--- config.mk ---
export PLATFORM = sky130hd
export DESIGN_NAME = bcd_serial_addsub
export DESIGN_NICKNAME = d
export VERILOG_FILES = /design/src/rtl/bcd_pkg.sv /design/src/rtl/bcd_digit_add.sv /design/src/rtl/bcd_serial_addsub.sv
export SDC_FILE = /design/constraint.sdc
export NUM_CORES = 1
export LEC_CHECK = 0
export CAP_MARGIN = 30
export CORE_ASPECT_RATIO = 1.25
export CORE_MARGIN = 5
export CORE_UTILIZATION = 62
export CTS_CLUSTER_SIZE = 30
export DETAILED_ROUTE_END_ITERATION = 12
export DONT_BUFFER_PORTS = 1
export PLACE_DENSITY = 0.75
export SYNTH_ARGS = -nofsm -noshare
export SYNTH_HDL_FRONTEND = slang
export SYNTH_SLANG_ARGS = --single-unit
--- constraint.sdc ---
create_clock -name clk -period 3.75 [get_ports clk]
set_input_delay 0.1875 -clock clk [delete_from_list [all_inputs] [get_ports clk]]
set_output_delay 0.1875 -clock clk [all_outputs]
set_load 0.02 [all_outputs]
--- src/rtl/bcd_pkg.sv ---
// Shared types and helpers for the digit-serial BCD add/subtract block.
// Holds the controller state encoding, digit-count constants and the nines-complement helper.
package bcd_pkg;

  localparam int          BCD_DIGITS = 4;
  localparam logic [3:0]  BCD_MAX    = 4'd9;

  typedef enum logic [1:0] {
    IDLE = 2'd0,
    RUN  = 2'd1,
    DONE = 2'd2
  } state_t;

  // Wraps modulo 16 for invalid digits so the result stays deterministic.
  function automatic logic [3:0] nines_comp(input logic [3:0] dig);
    return BCD_MAX - dig;
  endfunction

endpackage

--- src/rtl/bcd_digit_add.sv ---
// One-digit BCD adder with +6 correction, shared across all digit cycles.
// Purely combinational; no storage or handshake.
module bcd_digit_add (
  input  logic       cin,
  input  logic [3:0] x,
  input  logic [3:0] y,
  output logic [3:0] s,
  output logic       cout
);

  logic [4:0] z;
  logic [4:0] zc;

  always_comb begin
    z  = {1'b0, x} + {1'b0, y} + {4'b0000, cin};
    zc = z + 5'd6;
    if (z < 5'd10) begin
      {cout, s} = z;
    end else begin
      {cout, s} = zc;
    end
  end

endmodule

--- src/rtl/bcd_serial_addsub.sv ---
// Digit-serial 4-digit BCD add/subtract controller: LSD first, one digit per clock.
// Result appears with done four edges after the accepting edge; start is ignored while busy.
module bcd_serial_addsub
  import bcd_pkg::*;
(
  input  logic                    clk,
  input  logic                    rst,
  input  logic                    start,
  input  logic                    add_sub,
  input  logic [4*BCD_DIGITS-1:0] a,
  input  logic [4*BCD_DIGITS-1:0] b,
  output logic                    busy,
  output logic                    done,
  output logic [4*BCD_DIGITS-1:0] d,
  output logic                    carryout,
  output logic                    err
);

  localparam int W = 4 * BCD_DIGITS;

  state_t         state_q, state_d;
  logic [1:0]     cnt_q;
  logic [W-1:0]   a_q, b_q, d_q;
  logic           sub_q, carry_q, carryout_q, err_q;

  logic [3:0]     x, b_dig, y, s;
  logic           c;
  logic           accept;

  assign x      = a_q[{cnt_q, 2'b00} +: 4];
  assign b_dig  = b_q[{cnt_q, 2'b00} +: 4];
  assign y      = sub_q ? nines_comp(b_dig) : b_dig;
  assign accept = start && (state_q != RUN);

  bcd_digit_add u_digit (
    .cin  (carry_q),
    .x    (x),
    .y    (y),
    .s    (s),
    .cout (c)
  );

  always_comb begin
    state_d = state_q;
    case (state_q)
      IDLE:    if (start) state_d = RUN;
      RUN:     if (cnt_q == 2'd3) state_d = DONE;
      DONE:    state_d = start ? RUN : IDLE;
      default: state_d = IDLE;
    endcase
  end

  always_ff @(posedge clk) begin
    if (rst) begin
      state_q    <= IDLE;
      cnt_q      <= 2'd0;
      a_q        <= '0;
      b_q        <= '0;
      d_q        <= '0;
      sub_q      <= 1'b0;
      carry_q    <= 1'b0;
      carryout_q <= 1'b0;
      err_q      <= 1'b0;
    end else begin
      state_q <= state_d;
      if (accept) begin
        // Subtraction is A + nines(B) + 1, so the carry seeds with add_sub.
        a_q        <= a;
        b_q        <= b;
        sub_q      <= add_sub;
        carry_q    <= add_sub;
        cnt_q      <= 2'd0;
        d_q        <= '0;
        carryout_q <= 1'b0;
        err_q      <= 1'b0;
      end else if (state_q == RUN) begin
        d_q[{cnt_q, 2'b00} +: 4] <= s;
        carry_q    <= c;
        carryout_q <= c;
        err_q      <= err_q | (x > BCD_MAX) | (b_dig > BCD_MAX);
        cnt_q      <= cnt_q + 2'd1;
      end
    end
  end

  assign busy     = (state_q == RUN);
  assign done     = (state_q == DONE);
  assign d        = d_q;
  assign carryout = carryout_q;
  assign err      = err_q;

endmodule

==> implementation parameters <==
Parameter                              Value

Drt
  Post-route DRC    0
  Count of nets left with antenna violations after detail routing    0
  Final wirelength    5.94 mm
  Ratio of routed vias to standard cells    5.69
  Detailed-router iteration count before antenna repair    4
  Initial drt markers    122
  Routed vias    2111
  Routed wirelength normalized by instance count    16.0 um

Cells and area
  Final core utilization    73.7%
  Share of post-route cells with drive strength above 1    7.30%
  Nets    362
  Relative area change from synthesis to final layout    15.9%
  Number of diodes    0

Synth
  Cells after Synth    294
  Top cells by instance count after synthesis    nand2_1 (90), dfxtp_1 (56), a21oi_1 (40)
  Proportion of netlist area held by the largest area contributor    43.4%
  Number of enable-type register cells in the synthesized netlist    0
  Most instantiated flip-flop cell in the synthesis netlist    dfxtp_1
  Synthesized area divided by synthesized cell count    8.79 um2
  Cell types occupying the most area after synthesis    dfxtp_1 (43%), nand2_1 (13%), a21oi_1 (7.7%)
  Synth area leader    dfxtp_1
  Synthesis-stage register bit count    56
  Most common cell in the synthesized netlist    nand2_1
  Mapped Nets    342
  Sequential cell area fraction in the yosys report    43.4%
  Area of the mapped netlist    2580 um2
  Yosys warnings    0
  Proportion of register bits with asynchronous set or reset after synthesis    0%
  Yosys cell types    37

Die
  Die Footprint    5570 um2
  Die H    82.2 um
  Core region area    4070 um2
  I/O pin count    56
  Initial core utilization    63.6%
  Chip width    67.8 um
  Number of cell rows    26

Global routing
  Largest net degree at the start of global routing    36
  Number of antenna violations at the first check in global routing    0
  Fraction of met2 tracks used by global routing    38.7%
  Met3 global-route usage    6.50%
  Met1 usage in global routing    25.6%
  Via count of the first global-routing pass    2050
  Tot GR Track Use    22.8%
  Wire length of the first global-routing pass    9.47 mm
  Aggregate global routing overflow    0
  Layer carrying the most global-route usage    met2

Critical path
  Largest incremental delay on the critical path    0.63 ns
  Critical path cell sequence    buf_4 -> mux4_1 -> inv_1 -> ha_1 -> nand2_1 -> o21ai_0 -> ha_1 -> xor2_1 -> ha_1 -> o21ai_2 -> mux2i_1 -> a32o_1
  Setup CP Type    reg -> reg
  Worst Path Max Fanout    12
  Most frequent cell on the critical path    ha_1
  Arrival time of the worst setup path    3.65 ns
  Required time worst endpoint    4.01 ns
  CP endpoint kind    flip-flop
  Startpoint kind of the worst setup timing path    flip-flop
  Cell type of the slowest stage on the worst timing path    mux4_1

STA
  Post-route clock period utilization    90.4%
  Layout Skew    0.00647 ns
  Max-slew violation count    0
  Setup-violating endpoint count in the final report    0
  Maximum achievable frequency    0.295 GHz
  Transition at the pin with the smallest max-transition slack    0.628 ns
  RSZ-0062 raised after global routing    false
  Worst slew margin    58.1%
  Clock period minus worst slack    3.39 ns
  Summed negative setup slack over all endpoints    0 ns
  Final hold vios    0

Job
  Max-cap violations    0

CTS
  Buffers inserted during post-CTS setup optimization    0
  Clock root buffer master    clkbuf_8
  Maximum buffer depth of the clock tree    2
  Clock tree from TritonCTS    done
  H-tree levels    2
  Count of clock tree sinks    56
  Clock latency reported for the late side of the worst-skew pair    0.31 ns
  Clock-pin transition on the worst setup and hold timing paths    0.09 ns
  Number of buffers added by the clock tree synthesis step    5

Min path
  Path class of the lowest-slack min-delay path    in -> reg

Placement
  DPL Wire Length    3.95 mm
  Gpl congestion    0.823
  Buffers on Ports    0

Pwr
  Maximum resistive drop on vdd    331 uV
  Leakage    1.17 nW
  Cell Pwr Density    421 nW/um2

Outcome
  Result of the run    completed
-- metrics by stage --
step | instances | hold slack [ns] | area [um2] | setup WS, ns | power (mW)
floorplan | 294 | 0.323 | 2580 | 0.478 | 0.817
global placement | 337 | 0.258 | 2600 | 0.523 | 0.843
detailed placement | 337 | 0.258 | 2600 | 0.375 | 0.850
CTS | 369 | 0.00276 | 2960 | 0.344 | 1.26
global route | 371 | 0.00526 | 3000 | 0.196 | 1.33
finish | 371 | 0.0134 | 3000 | 0.359 | 1.26
-- layer usage --
layer  routed length [um]  vias up  share of wire (%)
met5                    0        -                  0
met4                  248        0                4.2
met3                  425       20                7.2
met2                 3030       85                 51
met1                 2230      974                 38
li1                     -     1032                  -
-- kinds of logic (layout without fill, tap and decap cells) --
kind of cell,Yosys count,in the layout,share of synthesized area [%]
multiplexers,11,11,9.20
buffers and inverters,27,48,4.55
adder cells (fa/ha/maj),12,12,6.39
XOR/XNOR,6,6,2.32
flip-flops,56,56,43.4
AO/OA/AOI/OAI,67,67,15.5
AND/OR/NAND/NOR,115,115,18.6
-- final timing paths --
| check | slack, ns | depth (start not counted) | to | start |
|---|---|---|---|---|
| max reg2reg | 0.36 | 12 | d[14] | cnt_q[0] |
| min | 0.01 | 2 | b_q[5] | b[5] |
| max | 0.36 | 12 | d[14] | cnt_q[0] |
| min reg2reg | 0.46 | 2 | b_q[12] | b_q[12] |
-- report_power, final --
group          total [mW]  switching (mW)  leakage [nW]  internal (mW)
logic               0.230           0.132         0.660         0.0980
registers           0.642          0.0198         0.457          0.622
clock network       0.389           0.191        0.0552          0.198
total                1.26           0.342          1.17          0.919
-- flip-flops by register name, indices dropped and copies added (netlist names) --
register  flops
b_q          16
carry_q       1
cnt_q         2
sub_q         1
d            16
state_q       2
a_q          16
err           1
carryout      1
-- layout make-up --
type	instances	area [um2]
clock inverter	2	35.0
tap	56	70.1
fill	307	1070
inverter	11	41.3
sequential	56	1120
timing repair buffer	29	310
multi-input combinational	211	1350
clock buffer	6	72.6
-- layout by cell type, fill, tap and decap left out, types with 3 or more instances in the layout --
| cell type | instances |
|---|---|
| o21ai_0 | 6 |
| a22oi_1 | 4 |
| clkbuf_8 | 5 |
| nand2b_1 | 3 |
| o21ai_1 | 4 |
| ha_1 | 10 |
| inv_1 | 11 |
| a32o_1 | 3 |
| dfxtp_1 | 56 |
| xnor2_1 | 3 |
| nand2_1 | 90 |
| nor2_1 | 13 |
| mux4_1 | 7 |
| buf_4 | 3 |
| a21oi_1 | 40 |
| dlygate4sd3_1 | 24 |
-- worst max-delay path, delay by kind of cell, from the launching register on --
kind	cells	cell delay (ns)
simple gates	1	0.06
compound gates	3	0.51
mux	2	1.04
buf+inv	2	0.35
xor+xnor	1	0.20
flops	1	0.36
fa+ha+maj	3	0.82
-- what timing repair did --
item,CTS,global route
hold buffers,24,1
resized for setup,0,0
hold endpoints to repair,35,1
Note: power is estimated with default switching activity, not from simulation.
